===== config.mk =====
export PLATFORM = sky130hd
export DESIGN_NAME = serial_bus_mux_flat
export DESIGN_NICKNAME = d
export VERILOG_FILES = /design/src/rtl/serial_bus_mux_if.sv /design/src/rtl/serial_bus_mux.sv /design/src/flat_wrapper.sv
export SDC_FILE = /design/constraint.sdc
export NUM_CORES = 1
export LEC_CHECK = 0
export BUFFER_PORTS_ARGS = -buffer_cell sky130_fd_sc_hd__buf_4
export CAP_MARGIN = 10
export CORE_MARGIN = 2
export CORE_UTILIZATION = 42
export DETAILED_ROUTE_END_ITERATION = 12
export GPL_TIMING_DRIVEN = 0
export PLACE_DENSITY_LB_ADDON = 0.15
export SLEW_MARGIN = 15
export SYNTH_ARGS = -nofsm -noshare
export SYNTH_HDL_FRONTEND = slang
export SYNTH_SLANG_ARGS = --single-unit

===== constraint.sdc =====
create_clock -name clk_i -period 5.1 [get_ports clk_i]
set_input_delay 0.255 -clock clk_i [delete_from_list [all_inputs] [get_ports clk_i]]
set_output_delay 0.255 -clock clk_i [all_outputs]
set_load 0.005 [all_outputs]

===== src/rtl/serial_bus_mux_if.sv =====
// serial_bus_mux_if: N-master serial bus signals (m_* per-master side, s_* shared link, owner_o/busy_o status); slave=mux view, master=driver view
interface serial_bus_mux_if #(
  parameter int NUM_MASTERS = 4,
  parameter int LANES = 1
);
  logic [NUM_MASTERS-1:0] m_req_i, m_gnt_o, m_sclk_i, m_svalid_i, m_sready_o;
  logic [NUM_MASTERS-1:0] m_resp_sclk_o, m_resp_svalid_o, m_timeout_o;
  logic [NUM_MASTERS*LANES-1:0] m_sdata_i, m_resp_sdata_o;
  logic [LANES-1:0] s_sdata_o, s_resp_sdata_i;
  logic s_sclk_o, s_svalid_o, s_sready_i, s_resp_sclk_i, s_resp_svalid_i, busy_o;
  logic [$clog2(NUM_MASTERS)-1:0] owner_o;
  modport slave (
    input  m_req_i, m_sdata_i, m_sclk_i, m_svalid_i, s_sready_i, s_resp_sdata_i, s_resp_sclk_i, s_resp_svalid_i,
    output m_gnt_o, m_sready_o, m_resp_sdata_o, m_resp_sclk_o, m_resp_svalid_o, m_timeout_o,
           s_sdata_o, s_sclk_o, s_svalid_o, owner_o, busy_o
  );
  modport master (
    output m_req_i, m_sdata_i, m_sclk_i, m_svalid_i, s_sready_i, s_resp_sdata_i, s_resp_sclk_i, s_resp_svalid_i,
    input  m_gnt_o, m_sready_o, m_resp_sdata_o, m_resp_sclk_o, m_resp_svalid_o, m_timeout_o,
           s_sdata_o, s_sclk_o, s_svalid_o, owner_o, busy_o
  );
endinterface


===== src/rtl/serial_bus_mux.sv =====
// serial_bus_mux: round-robin N-master frame-locked serial link mux with watchdog and turnaround gap; ports clk_i, rst_i, bus (serial_bus_mux_if.slave)
module serial_bus_mux #(
  parameter int NUM_MASTERS = 4,
  parameter int LANES = 1,
  parameter int TIMEOUT_CYCLES = 64,
  parameter int IDLE_GAP = 1
) (
  input logic clk_i,
  input logic rst_i,
  serial_bus_mux_if.slave bus
);
  localparam int OW = $clog2(NUM_MASTERS);
  localparam int TMAX = TIMEOUT_CYCLES > IDLE_GAP ? TIMEOUT_CYCLES : IDLE_GAP;
  localparam int TW = $clog2(TMAX + 2);
  typedef enum logic [2:0] {IDLE, GRANT, REQ, RESP, GAP} state_t;
  localparam state_t AFTER = IDLE_GAP == 0 ? IDLE : GAP;
  state_t state_q, state_d;
  logic [OW-1:0] owner_q, owner_d, rr_q, rr_d, win, idx;
  logic [TW-1:0] timer_q, timer_d;
  logic [NUM_MASTERS-1:0] timeout_q, timeout_d, own_oh;
  logic [LANES-1:0] sdata;
  logic flag_q, flag_d, found, fwd_req, fwd_resp, wd_hit;
  assign own_oh = NUM_MASTERS'(1) << owner_q;
  assign fwd_req = state_q == GRANT || state_q == REQ;
  assign fwd_resp = state_q == REQ || state_q == RESP;
  assign wd_hit = TIMEOUT_CYCLES > 0 && timer_q == TW'(TIMEOUT_CYCLES - 1);
  always_comb begin
    win = rr_q;
    idx = rr_q;
    found = 1'b0;
    sdata = '0;
    for (int i = 0; i < NUM_MASTERS; i++) begin
      idx = OW'((int'(rr_q) + i) % NUM_MASTERS);
      if (!found && bus.m_req_i[idx]) begin
        found = 1'b1;
        win = idx;
      end
      if (owner_q == OW'(i)) sdata = bus.m_sdata_i[i*LANES +: LANES];
    end
  end
  always_comb begin
    state_d = state_q;
    owner_d = owner_q;
    rr_d = rr_q;
    timeout_d = '0;
    flag_d = state_q == RESP && (flag_q || bus.s_resp_svalid_i);
    case (state_q)
      IDLE: if (found) begin
        state_d = GRANT;
        owner_d = win;
        rr_d = OW'((int'(win) + 1) % NUM_MASTERS);
      end
      GRANT: state_d = bus.m_svalid_i[owner_q] ? REQ : !bus.m_req_i[owner_q] ? AFTER : GRANT;
      REQ: state_d = bus.m_svalid_i[owner_q] ? REQ : RESP;
      RESP: state_d = flag_q && !bus.s_resp_svalid_i ? AFTER : RESP;
      GAP: state_d = timer_q == TW'(IDLE_GAP - 1) ? IDLE : GAP;
      default: state_d = IDLE;
    endcase
    // watchdog only fires when no legal transition is taken this cycle
    if (state_d == state_q && (state_q == GRANT || fwd_resp) && wd_hit) begin
      state_d = AFTER;
      timeout_d = own_oh;
    end
    timer_d = (state_d != state_q || state_q == IDLE) ? '0 : timer_q + 1'b1;
  end
  always_ff @(posedge clk_i) begin
    if (rst_i) begin
      state_q <= IDLE;
      owner_q <= '0;
      rr_q <= '0;
      timer_q <= '0;
      flag_q <= 1'b0;
      timeout_q <= '0;
    end else begin
      state_q <= state_d;
      owner_q <= owner_d;
      rr_q <= rr_d;
      timer_q <= timer_d;
      flag_q <= flag_d;
      timeout_q <= timeout_d;
    end
  end
  assign bus.m_gnt_o = (state_q == GRANT || fwd_resp) ? own_oh : '0;
  assign bus.m_timeout_o = timeout_q;
  assign bus.owner_o = owner_q;
  assign bus.busy_o = state_q != IDLE;
  assign bus.s_sdata_o = fwd_req ? sdata : '0;
  assign bus.s_sclk_o = fwd_req && bus.m_sclk_i[owner_q];
  assign bus.s_svalid_o = fwd_req && bus.m_svalid_i[owner_q];
  assign bus.m_sready_o = fwd_req ? own_oh & {NUM_MASTERS{bus.s_sready_i}} : '0;
  assign bus.m_resp_sclk_o = fwd_resp ? own_oh & {NUM_MASTERS{bus.s_resp_sclk_i}} : '0;
  assign bus.m_resp_svalid_o = fwd_resp ? own_oh & {NUM_MASTERS{bus.s_resp_svalid_i}} : '0;
  for (genvar k = 0; k < NUM_MASTERS; k++) begin : g_resp
    assign bus.m_resp_sdata_o[k*LANES +: LANES] = (fwd_resp && owner_q == OW'(k)) ? bus.s_resp_sdata_i : '0;
  end
endmodule


===== src/flat_wrapper.sv =====
// flat-port wrapper written by rule: the top's interface ports become plain ports
module serial_bus_mux_flat 
#(
  parameter int NUM_MASTERS = 4,
  parameter int LANES = 1,
  parameter int TIMEOUT_CYCLES = 64,
  parameter int IDLE_GAP = 1
)
  (clk_i, rst_i, bus_m_req_i, bus_m_sdata_i, bus_m_sclk_i, bus_m_svalid_i, bus_s_sready_i, bus_s_resp_sdata_i, bus_s_resp_sclk_i, bus_s_resp_svalid_i, bus_m_gnt_o, bus_m_sready_o, bus_m_resp_sdata_o, bus_m_resp_sclk_o, bus_m_resp_svalid_o, bus_m_timeout_o, bus_s_sdata_o, bus_s_sclk_o, bus_s_svalid_o, bus_owner_o, bus_busy_o);
  serial_bus_mux_if #(.NUM_MASTERS(NUM_MASTERS), .LANES(LANES)) bus_i ();
  input logic clk_i;
  input logic rst_i;
  input wire logic [$bits(bus_i.m_req_i)-1:0] bus_m_req_i;
  input wire logic [$bits(bus_i.m_sdata_i)-1:0] bus_m_sdata_i;
  input wire logic [$bits(bus_i.m_sclk_i)-1:0] bus_m_sclk_i;
  input wire logic [$bits(bus_i.m_svalid_i)-1:0] bus_m_svalid_i;
  input wire logic [$bits(bus_i.s_sready_i)-1:0] bus_s_sready_i;
  input wire logic [$bits(bus_i.s_resp_sdata_i)-1:0] bus_s_resp_sdata_i;
  input wire logic [$bits(bus_i.s_resp_sclk_i)-1:0] bus_s_resp_sclk_i;
  input wire logic [$bits(bus_i.s_resp_svalid_i)-1:0] bus_s_resp_svalid_i;
  output wire logic [$bits(bus_i.m_gnt_o)-1:0] bus_m_gnt_o;
  output wire logic [$bits(bus_i.m_sready_o)-1:0] bus_m_sready_o;
  output wire logic [$bits(bus_i.m_resp_sdata_o)-1:0] bus_m_resp_sdata_o;
  output wire logic [$bits(bus_i.m_resp_sclk_o)-1:0] bus_m_resp_sclk_o;
  output wire logic [$bits(bus_i.m_resp_svalid_o)-1:0] bus_m_resp_svalid_o;
  output wire logic [$bits(bus_i.m_timeout_o)-1:0] bus_m_timeout_o;
  output wire logic [$bits(bus_i.s_sdata_o)-1:0] bus_s_sdata_o;
  output wire logic [$bits(bus_i.s_sclk_o)-1:0] bus_s_sclk_o;
  output wire logic [$bits(bus_i.s_svalid_o)-1:0] bus_s_svalid_o;
  output wire logic [$bits(bus_i.owner_o)-1:0] bus_owner_o;
  output wire logic [$bits(bus_i.busy_o)-1:0] bus_busy_o;
  assign bus_i.m_req_i = bus_m_req_i;
  assign bus_i.m_sdata_i = bus_m_sdata_i;
  assign bus_i.m_sclk_i = bus_m_sclk_i;
  assign bus_i.m_svalid_i = bus_m_svalid_i;
  assign bus_i.s_sready_i = bus_s_sready_i;
  assign bus_i.s_resp_sdata_i = bus_s_resp_sdata_i;
  assign bus_i.s_resp_sclk_i = bus_s_resp_sclk_i;
  assign bus_i.s_resp_svalid_i = bus_s_resp_svalid_i;
  assign bus_m_gnt_o = bus_i.m_gnt_o;
  assign bus_m_sready_o = bus_i.m_sready_o;
  assign bus_m_resp_sdata_o = bus_i.m_resp_sdata_o;
  assign bus_m_resp_sclk_o = bus_i.m_resp_sclk_o;
  assign bus_m_resp_svalid_o = bus_i.m_resp_svalid_o;
  assign bus_m_timeout_o = bus_i.m_timeout_o;
  assign bus_s_sdata_o = bus_i.s_sdata_o;
  assign bus_s_sclk_o = bus_i.s_sclk_o;
  assign bus_s_svalid_o = bus_i.s_svalid_o;
  assign bus_owner_o = bus_i.owner_o;
  assign bus_busy_o = bus_i.busy_o;
  serial_bus_mux #(.NUM_MASTERS(NUM_MASTERS), .LANES(LANES), .TIMEOUT_CYCLES(TIMEOUT_CYCLES), .IDLE_GAP(IDLE_GAP)) u_core (.clk_i(clk_i), .rst_i(rst_i), .bus(bus_i));
endmodule

==> implementation parameters, run 1 <==
Parameter                              Value

Outcome
  Outcome ... completed

Clock tree
  H-tree Lvls ... 1
  Buffers from clock root to sink, at most ... 2
  # Post-CTS Setup Buffers ... 0
  CTS tree ... done
  # hold bufs at CTS ... 0
  Register clock-pin slew on the reported worst setup and hold paths ... 0.12 ns
  CTS sink count ... 19
  Clock buffer count from CTS ... 3
  Count of instances resized after the clock tree is built ... 0
  Library cell used as clock root buffer ... sky130_fd_sc_hd__clkbuf_4
  Clock latency of the later-clocked register in the worst-skew pair ... 0.30 ns

Run
  Maxcap violations ... 0

Die
  Core ar. ... 3310 µm²
  Die height ... 62.5 µm
  DIE AREA ... 3910 µm²
  I/O pin count ... 52
  Initial cell density of the core ... 43.4%
  X dimension of the die ... 62.5 µm
  Core Rows ... 21

Finish
  Highest-count cells in the layout ignoring fill and taps ... 51 x sky130_fd_sc_hd__buf_4, 42 x sky130_fd_sc_hd__nor2_1, 19 x sky130_fd_sc_hd__dfxtp_1, 13 x sky130_fd_sc_hd__nand2_1, 8 x sky130_fd_sc_hd__inv_1
  Ratio of cells with drive above 1 in the final layout ... 31.0%
  Fin nets ... 264
  Leading cell type in the layout, fill and taps excluded ... sky130_fd_sc_hd__buf_4
  Fillers ... 354
  Antenna cells ... 0
  Area growth syn-to-layout ... 31.5%

Logic synthesis
  Number of nets in the synthesized netlist ... 210
  Leading area contributor after synthesis ... sky130_fd_sc_hd__dfxtp_1
  Post-synth ARST share ... 0%
  Cell area after synthesis ... 1440 µm²
  Primary FF master, synth ... sky130_fd_sc_hd__dfxtp_1
  Syn_area_per_cell ... 7.73 µm²
  Warnings from Yosys ... 0
  Distinct cell type count of the synthesized netlist ... 50
  Proportion of synthesized chip area in sequential cells ... 26.5%
  Number of flops mapped to enable cells by yosys ... 0
  Proportion of netlist area held by the largest area contributor ... 26.5%
  Synthesized flop and latch total ... 19
  Cell count after synthesis ... 186
  Cell types occupying the most area after synthesis ... sky130_fd_sc_hd__dfxtp_1 26%, sky130_fd_sc_hd__nor2_1 11%, sky130_fd_sc_hd__mux4_2 4.7%, sky130_fd_sc_hd__mux2i_1 4.2%, sky130_fd_sc_hd__nand2_1 3.4%

Power
  Total design power ... 0.804 mW
  Part of the power in the clock network ... 9.7%
  Sequential share of power ... 24.3%
  Logic pwr share ... 66.0%
  Switching portion of total power ... 45.0%
  Leakage component of the power ... 0.808 nW
  Power dissipated by switching net loads ... 0.362 mW
  VDD IR max ... 209 µV
  Int Pwr ... 0.442 mW
  Total power density per cell area ... 426 nW/µm²

Timing
  Maximum clock frequency ... 424 MHz
  Slew margin rel. ... 56.6%
  Number of hold-slack violations in the final timing report ... 0
  Count of endpoints failing setup in the final report ... 0
  Total negative setup slack ... 0 ns
  Post-route clock period utilization ... 46.3%
  Clock period minus worst slack ... 2.36 ns
  Worst Max-Slew Pin Slew ... 0.635 ns
  Final Slew Violations ... 0
  Unrepaired setup endpoints after global routing ... false
  Setup skew after layout ... 0.0118 ns

Placement
  Placer congestion estimate ... 0.894
  Detailed Place HPWL ... 2920 µm
  Number of buffers added on ports ... 49

Route
  First-pass detailed-route iteration total ... 5
  Via/cell ratio ... 5.38
  Drt total wl ... 3680 µm
  Iteration-0 DRC count of the detailed router ... 77
  Drc violations ... 0
  Vias ... 1,534
  Routed len/inst ... 12.9 µm
  Remaining antenna violation count ... 0

Critical path
  CP endpoint kind ... flip-flop
  Class of the most critical setup path ... reg2reg
  Critical Path Start Type ... flip-flop
  Crit Path Max Fanout ... 10
  Worst Path Arrival ... 2.56 ns
  Worst path required time ... 5.30 ns

Global route
  Largest net degree at the start of global routing ... 12
  Total overflow reported by the global router ... 0
  GRT Total Usage ... 18.9%
  Initial antenna violation count ... 0
  First-pass GRT wire length ... 6110 µm
  Number of global-route vias before repair ... 1,399

Hold path
  Worst Hold Class ... in2reg
## cell families (layout without fill, tap and decap cells)
family	count (synthesis)	count (layout)	synth area share [%]
compound gates	30	30	15.1
xor+xnor	8	8	4.87
simple gates	100	100	35.8
fa+ha+maj	2	2	1.74
mux	11	11	10.7
flops	19	19	26.5
buf+inv	16	69	5.40
## per-layer routing
metal	GRT usage, %	vias up	part of all wire, %
met5	0	-	0
met4	6.39	0	2.0
met3	4.32	9	8.0
met2	32.8	69	45
met1	23.0	692	45
li1	-	764	-
## power groups by stage
| stage | clock network (mW) | logic, mW | registers [mW] |
|---|---|---|---|
| finish | 0.0778 | 0.531 | 0.196 |
| global route | 0.0860 | 0.586 | 0.199 |
| global placement | 0 | 0.524 | 0.198 |
| detailed placement | 0 | 0.528 | 0.199 |
| floorplan | 0 | 0.376 | 0.194 |
| CTS | 0.0806 | 0.530 | 0.195 |
## through the flow
stage / utilization, % / instance area [µm²] / worst slack (ns) / hold slack (ns) / instances
after floorplan: - / 1440 / 3.12 / 0.407 / 186
after global placement: 56.3 / 1860 / 2.79 / 0.475 / 281
after detailed placement: 56.3 / 1860 / 2.80 / 0.480 / 281
after CTS: 57.1 / 1890 / 2.76 / 0.218 / 285
after global routing: 57.1 / 1890 / 2.60 / 0.239 / 285
final: 57.1 / 1890 / 2.74 / 0.216 / 285
## critical path, stage by stage, from the launching register on
cell and delay (ns):
sky130_fd_sc_hd__dfxtp_1 0.35, sky130_fd_sc_hd__buf_4 0.17, sky130_fd_sc_hd__inv_1 0.13, sky130_fd_sc_hd__a2111oi_0 0.62
sky130_fd_sc_hd__nor3_2 0.10, sky130_fd_sc_hd__nor2_2 0.23, sky130_fd_sc_hd__mux2_4 0.37, sky130_fd_sc_hd__nor4_1 0.29
## cell type report
type | count | area, µm² | area share (%)
sequential | 19 | 380 | 20.1
multi-input combinational | 151 | 980 | 51.8
inverter | 8 | 30.0 | 1.59
tap | 46 | 57.6 | 3.04
clock inverter | 1 | 5.00 | 0.265
timing repair buffer | 49 | 368 | 19.5
clock buffer | 3 | 22.5 | 1.19
buffer | 8 | 47.5 | 2.51
## state kept, by name, indices dropped and copies added, names as in the netlist
name / flops
u_core.bus.m_timeout_o: 4
u_core.bus.owner_o: 2
u_core.state_q: 3
u_core.timer_q: 7
u_core.flag_q: 1
u_core.rr_q: 2
## synthesized netlist by cell type, drive strengths merged (3+ instances only)
library cell and instances:
nand2 13, xor2 4, dfxtp 19, or3 3
nor3 6, inv 8, nor2b 3, nand3 7
mux4 3, a2111oi 3, xnor2 4, buf 5
nor2 44, nand2b 4, o21ai 6, or2 4
clkbuf 3, a21oi 6, mux2i 6, nor4 5
## final timing paths
check                      start                end  slack (ns)  depth (start not counted)
max reg2reg    u_core.state_q[0]  u_core.timer_q[3]        2.74                          7
min reg2reg    u_core.timer_q[0]  u_core.timer_q[0]        0.49                          1
max            u_core.state_q[0]  u_core.timer_q[3]        2.74                          7
min          bus_s_resp_svalid_i      u_core.flag_q        0.22                          3
(Power assumes the default switching activity.)
==> run 2: changes to the inputs <==
==> constraint.sdc (replaced) <==
create_clock -name clk_i -period 2.1 [get_ports clk_i]
set_input_delay 0.105 -clock clk_i [delete_from_list [all_inputs] [get_ports clk_i]]
set_output_delay 0.105 -clock clk_i [all_outputs]
set_load 0.005 [all_outputs]
==> implementation parameters, run 2 (synthesis results as in run 1) <==
Parameter                              Value

Route
  Remaining antenna violation count ... 0
  Iteration-0 DRC count of the detailed router ... 60
  Routed len/inst ... 13.2 µm
  Drt total wl ... 3810 µm
  First-pass detailed-route iteration total ... 4
  Vias ... 1,563
  Drc violations ... 0
  Via/cell ratio ... 5.43

Hold path
  Hold Path Stages ... 3
  Launch instance of the worst min-delay path ... bus_s_resp_svalid_i
  Endpoint with the worst hold slack ... u_core.flag_q
  Worst Hold Class ... in2reg

Finish
  Area growth syn-to-layout ... 39.9%
  Final Non-Filler Cells ... 288
  Area of all placed cells without fillers ... 2010 µm²
  Leading cell type in the layout, fill and taps excluded ... sky130_fd_sc_hd__buf_4
  Register name with the most flops ... u_core.timer_q
  Register area ... 382 µm²
  Multi-input combinational cell area ... 1060 µm²
  Fillers ... 332
  Highest-count cells in the layout ignoring fill and taps ... 52 x sky130_fd_sc_hd__buf_4, 42 x sky130_fd_sc_hd__nor2_1, 18 x sky130_fd_sc_hd__dfxtp_1, 13 x sky130_fd_sc_hd__nand2_1
  Number of flip-flops in the largest register ... 7
  Fin nets ... 267
  Ratio of cells with drive above 1 in the final layout ... 37.6%
  Antenna cells ... 0

Timing
  Number of hold-slack violations in the final timing report ... 0
  Total negative setup slack ... 0 ns
  Maximum clock frequency ... 492 MHz
  Final Slew Violations ... 0
  Slew margin rel. ... 64.3%
  Post-route clock period utilization ... 96.7%
  Clock period minus worst slack ... 2.03 ns
  Worst Max-Slew Pin Slew ... 0.536 ns
  Setup skew after layout ... 0.0108 ns
  Final Hold Slack ... 0.0699 ns
  Count of endpoints failing setup in the final report ... 0

Die
  Initial cell density of the core ... 43.4%
  Core Rows ... 21
  Die height ... 62.5 µm
  DIE AREA ... 3910 µm²
  I/O pin count ... 52
  Core ar. ... 3310 µm²
  X dimension of the die ... 62.5 µm

Clock tree
  Clock latency of the later-clocked register in the worst-skew pair ... 0.30 ns
  # hold bufs at CTS ... 0
  H-tree Lvls ... 1
  Buffers from clock root to sink, at most ... 2
  Library cell used as clock root buffer ... sky130_fd_sc_hd__clkbuf_4
  Clock buffer count from CTS ... 3
  CTS sink count ... 19
  CTS tree ... done
  Register clock-pin slew on the reported worst setup and hold paths ... 0.12 ns

Global route
  GRT Total Usage ... 19.0%
  Initial antenna violation count ... 0
  Largest net degree at the start of global routing ... 12
  Number of global-route vias before repair ... 1,408
  Total overflow reported by the global router ... 0
  First-pass GRT wire length ... 6130 µm

Placement
  Placement-stage cell area ... 1860 µm²
  Number of instances in the placed design ... 281
  Number of buffers added on ports ... 49
  Placer congestion estimate ... 0.894
  Detailed Place HPWL ... 2920 µm

Run
  Maxcap violations ... 0

Critical path
  Worst r2r src ... u_core.bus.owner_o[1]
  Destination of the worst register-to-register timing path ... u_core.timer_q[5]
  Class of the most critical setup path ... reg2reg
  Worst Path Arrival ... 2.24 ns
  Critical Path Start Type ... flip-flop
  Register-to-Register Path Depth ... 7
  Crit Path Max Fanout ... 10
  Setup slack on the worst flop-to-flop path ... 0.07 ns
  CP endpoint kind ... flip-flop
  Worst path required time ... 2.31 ns

Power
  Total power density per cell area ... 1060 nW/µm²
  VDD IR max ... 521 µV
  Leakage component of the power ... 0.837 nW

Outcome
  Outcome ... completed
[run 2: cell types whose count changed in the layout (fill, tap and decap cells not counted), sizes merged]
cell,previous run,this run
buf,54,56
clkbuf,6,7
clkinvlp,0,1
inv,8,7
[run 2: worst max-delay path by stage]
stage / startpoint / endpoint / slack (ns) / cells after the start
after floorplan: u_core.state_q[1] / u_core.timer_q[4] / 0.12 / 7
after global placement: u_core.state_q[0] / u_core.timer_q[3] / -0.21 / 7
after detailed placement: u_core.state_q[0] / u_core.timer_q[3] / -0.20 / 7
after CTS: u_core.bus.owner_o[0] / u_core.timer_q[3] / 0.009 / 7
after global routing: u_core.timer_q[0] / u_core.timer_q[5] / -0.03 / 6
final: u_core.bus.owner_o[1] / u_core.timer_q[5] / 0.07 / 7
[run 2: layer usage]
metal	track usage [%]	vias to the layer above	share of wire, %
met5	0	-	0
met4	6.67	0	1.6
met3	3.96	6	7.0
met2	32.8	68	46
met1	23.3	711	45
li1	-	778	-
[run 2: layout make-up]
type / instances / share of cell area (%)
clock buffers: 3 / 1.12
clock inverters: 1 / 0.249
repair buffers: 52 / 19.4
plain buffers: 8 / 2.86
inverters: 8 / 1.68
well taps: 46 / 2.86
multi-input cells: 151 / 52.9
flip-flops and latches: 19 / 19.0
[run 2: report_power, final]
part,switching (mW),internal [mW]
combinational,0.777,0.690
sequential,0.0625,0.419
clock,0.115,0.0709
[run 2: stage by stage]
step / power [mW] / setup WS, ns / util, %
3_5_place_dp: 1.76 / -0.203 / 56.3
3_3_place_gp: 1.75 / -0.211 / 56.3
6_report: 2.13 / 0.0692 / 60.8
2_1_floorplan: 1.39 / 0.122 / -
4_1_cts: 2.00 / 0.00895 / 57.7
5_1_grt: 2.30 / -0.0304 / 60.8
[run 2: what timing repair did]
item | in CTS | in global routing
setup buffers | 1 | 2
endpoints found under the setup margin | 8 | 14
pin swaps | 1 | 3
gates resized for setup | 3 | 17
[run 2: worst max-delay path: stages, from the launching register on]
cell and delay (ns):
sky130_fd_sc_hd__dfxtp_1 0.35, sky130_fd_sc_hd__clkbuf_4 0.19, sky130_fd_sc_hd__and2_1 0.18, sky130_fd_sc_hd__a221oi_2 0.32, sky130_fd_sc_hd__or2_2 0.21, sky130_fd_sc_hd__o41ai_2 0.07
sky130_fd_sc_hd__mux2_4 0.33, sky130_fd_sc_hd__nor4_1 0.27
==> run 3: changes to the inputs <==
--- a/config.mk
+++ b/config.mk
@@ -5,8 +5,8 @@
 export SDC_FILE = /design/constraint.sdc
 export NUM_CORES = 1
 export LEC_CHECK = 0
+export ABC_AREA = 1
 export BUFFER_PORTS_ARGS = -buffer_cell sky130_fd_sc_hd__buf_4
-export CAP_MARGIN = 10
 export CORE_MARGIN = 2
 export CORE_UTILIZATION = 42
 export DETAILED_ROUTE_END_ITERATION = 12
==> constraint.sdc (replaced) <==
create_clock -name clk_i -period 2.1 [get_ports clk_i]
set_input_delay 0.105 -clock clk_i [delete_from_list [all_inputs] [get_ports clk_i]]
set_output_delay 0.105 -clock clk_i [all_outputs]
set_load 0.01 [all_outputs]
==> implementation parameters, run 3 <==
Parameter                              Value

Outcome
  Outcome ... completed

Logic synthesis
  Number of flops mapped to enable cells by yosys ... 0
  Compound-gate portion of the synthesized area ... 8.37%
  Cell area after synthesis ... 1510 µm²
  Most common cell in the netlist ... sky130_fd_sc_hd__nand2_1
  Proportion of netlist area held by the largest area contributor ... 25.2%
  Synthesized flop and latch total ... 19
  Simple-Gate Fraction of Synth Area ... 50.4%
  Post-synth ARST share ... 0%
  Post-synth top cells ... 58 x sky130_fd_sc_hd__nand2_1, 32 x sky130_fd_sc_hd__nor2_1, 29 x sky130_fd_sc_hd__inv_1
  Distinct cell type count of the synthesized netlist ... 33
  Number of nets in the synthesized netlist ... 265
  Syn_area_per_cell ... 6.27 µm²
  Xor-xnor portion of the synthesized cell area ... 2.90%
  Dominant combinational cell family by area after synthesis ... simple AND/OR/NAND/NOR gates
  Primary FF master, synth ... sky130_fd_sc_hd__dfxtp_1
  Warnings from Yosys ... 0
  Post-synthesis adder-cell area fraction ... 1.66%
  Proportion of synthesized chip area in sequential cells ... 25.2%
  Leading area contributor after synthesis ... sky130_fd_sc_hd__dfxtp_1
  Fraction of synthesized area in multiplexers ... 0%
  Cell count after synthesis ... 241
  Cell types occupying the most area after synthesis ... sky130_fd_sc_hd__dfxtp_1 25%, sky130_fd_sc_hd__nand2_1 14%, sky130_fd_sc_hd__nand3_1 8.0%, sky130_fd_sc_hd__nor2_1 8.0%, sky130_fd_sc_hd__inv_1 7.2%

Die
  X dimension of the die ... 64.0 µm
  Core Rows ... 21
  Die height ... 64.0 µm
  Initial cell density of the core ... 44.6%
  I/O pin count ... 52
  Core ar. ... 3390 µm²
  DIE AREA ... 4090 µm²

Finish
  Multi-input combinational cell area ... 956 µm²
  Antenna cells ... 0
  Number of flip-flops in the largest register ... 7
  Area growth syn-to-layout ... 31.6%
  Area of all placed cells without fillers ... 1990 µm²
  Register name with the most flops ... u_core.timer_q
  Fin nets ... 322
  Ratio of cells with drive above 1 in the final layout ... 33.7%
  Fillers ... 347
  Highest-count cells in the layout ignoring fill and taps ... 58 x sky130_fd_sc_hd__nand2_1, 53 x sky130_fd_sc_hd__buf_4, 32 x sky130_fd_sc_hd__nor2_1, 29 x sky130_fd_sc_hd__inv_1, 24 x sky130_fd_sc_hd__nand3_1
  Register area ... 380 µm²
  Leading cell type in the layout, fill and taps excluded ... sky130_fd_sc_hd__nand2_1

Run
  Maxcap violations ... 0

Global route
  First-pass GRT wire length ... 6240 µm
  Number of global-route vias before repair ... 1,415
  GRT Total Usage ... 18.9%
  Largest net degree at the start of global routing ... 12
  Initial antenna violation count ... 0
  Total overflow reported by the global router ... 0

Timing
  Final Slew Violations ... 0
  Slew margin rel. ... 80.8%
  Clock period minus worst slack ... 1.92 ns
  Unrepaired setup endpoints after global routing ... false
  Count of endpoints failing setup in the final report ... 0
  Total negative setup slack ... 0 ns
  Worst Max-Slew Pin Slew ... 0.285 ns
  Setup skew after layout ... 0.00108 ns
  Post-route clock period utilization ... 91.4%
  Number of hold-slack violations in the final timing report ... 0
  Maximum clock frequency ... 521 MHz

Hold path
  Worst Hold Class ... in2reg

Critical path
  Critical path launch point ... u_core.bus.owner_o[0]
  Worst Path Arrival ... 2.12 ns
  Instance count on the critical path ... 13
  Most frequent cell on the critical path ... sky130_fd_sc_hd__nand2_1
  Count of buffer and inverter cells on the critical path ... 2
  Class of the most critical setup path ... reg2reg
  Worst path top cell family by delay ... simple AND/OR/NAND/NOR gates
  Cells along the critical path ... buf_4 > inv_2 > nand3_1 > nand2_1 > o21ai_1 > o21ai_1 > nor2_1 > nand2_1 > nand3b_4 > nand2_1 > nand2_1 > nand2_4 > nor2_2
  Worst path required time ... 2.31 ns
  Setup slack on the worst flop-to-flop path ... 0.18 ns
  Destination of the critical timing path ... u_core.timer_q[3]
  Register-to-Register Path Depth ... 13
  Highest cell delay on the worst timing path ... 0.36 ns
  Worst r2r src ... u_core.bus.owner_o[0]
  Slowest cell on the critical path ... sky130_fd_sc_hd__dfxtp_1
  CP endpoint kind ... flip-flop
  Crit Path Max Fanout ... 10
  Destination of the worst register-to-register timing path ... u_core.timer_q[3]
  Critical Path Start Type ... flip-flop

Route
  Iteration-0 DRC count of the detailed router ... 150
  Via/cell ratio ... 4.77
  Drc violations ... 0
  Remaining antenna violation count ... 0
  First-pass detailed-route iteration total ... 4
  Vias ... 1,637
  Drt total wl ... 3760 µm
  Routed len/inst ... 11.0 µm

Clock tree
  # Post-CTS Setup Buffers ... 0
  Buffers from clock root to sink, at most ... 2
  Count of instances resized after the clock tree is built ... 0
  CTS sink count ... 19
  Library cell used as clock root buffer ... sky130_fd_sc_hd__clkbuf_4
  H-tree Lvls ... 1
  Register clock-pin slew on the reported worst setup and hold paths ... 0.11 ns
  Clock latency of the later-clocked register in the worst-skew pair ... 0.30 ns
  Clock buffer count from CTS ... 3
  CTS tree ... done

Power
  VDD IR max ... 584 µV
  Leakage component of the power ... 1.00 nW
  Total power density per cell area ... 1100 nW/µm²

Placement
  Placement-stage cell area ... 1950 µm²
  Placer congestion estimate ... 0.819
  Number of buffers added on ports ... 51
  Detailed Place HPWL ... 3040 µm
run 3: layout make-up:
| type | instances | area share (%) |
|---|---|---|
| multi-input combinational | 181 | 48.1 |
| timing repair buffer | 52 | 19.8 |
| sequential | 19 | 19.1 |
| inverter | 38 | 7.43 |
| tap | 46 | 2.89 |
| buffer | 3 | 1.32 |
| clock buffer | 3 | 1.13 |
| clock inverter | 1 | 0.252 |
run 3: logic make-up (layout without fill, tap and decap cells):
kind of cell | Yosys count | in the layout
flops | 19 | 19
fa+ha+maj | 2 | 2
buf+inv | 41 | 97
simple gates | 152 | 152
compound gates | 22 | 22
xor+xnor | 5 | 5
run 3: where the power goes:
group | internal [mW] | switching (mW) | total (mW)
logic | 0.553 | 0.972 | 1.52
registers | 0.418 | 0.0598 | 0.478
clock network | 0.0710 | 0.116 | 0.187
run 3: worst register-to-register path, stage by stage, from the launching register on:
cell and delay (ns):
sky130_fd_sc_hd__dfxtp_1 0.36, sky130_fd_sc_hd__buf_4 0.19, sky130_fd_sc_hd__inv_2 0.06, sky130_fd_sc_hd__nand3_1 0.07
sky130_fd_sc_hd__nand2_1 0.09, sky130_fd_sc_hd__o21ai_1 0.24, sky130_fd_sc_hd__o21ai_1 0.12, sky130_fd_sc_hd__nor2_1 0.10
sky130_fd_sc_hd__nand2_1 0.08, sky130_fd_sc_hd__nand3b_4 0.18, sky130_fd_sc_hd__nand2_1 0.07, sky130_fd_sc_hd__nand2_1 0.07
sky130_fd_sc_hd__nand2_4 0.14, sky130_fd_sc_hd__nor2_2 0.04
run 3: how the worst min path moves through the flow:
stage / cells after the start / start / slack, ns / end
detailed placement: 2 / rst_i / 0.32 / u_core.bus.owner_o[1]
global placement: 2 / rst_i / 0.31 / u_core.bus.owner_o[1]
CTS: 3 / bus_s_resp_svalid_i / 0.06 / u_core.flag_q
floorplan: 1 / rst_i / 0.17 / u_core.bus.owner_o[0]
global route: 3 / bus_s_resp_svalid_i / 0.05 / u_core.flag_q
finish: 3 / bus_s_resp_svalid_i / 0.06 / u_core.flag_q
run 3: what timing repair did:
action,4_1_cts,5_1_grt
endpoints found under the hold margin,3,0
hold buffers,1,0
endpoints found under the setup margin,0,0
run 3: metrics by stage:
step	power (mW)	setup WS, ns	util (%)	hold WS (ns)	cells
floorplan	1.62	0.397	-	0.174	241
detailed placement	2.00	0.206	57.5	0.318	338
global placement	1.99	0.229	57.5	0.315	338
global route	2.40	0.00324	58.7	0.0535	343
CTS	2.20	0.183	58.7	0.0596	343
finish	2.19	0.181	58.7	0.0558	343
run 3: per-layer routing:
metal  share of wire, %  track usage [%]  vias up
li1                   -                -      868
met1                 47             25.1      707
met2                 43             30.9       58
met3                8.8             4.23        4
met4               0.88             4.89        0
met5                  0                0        -
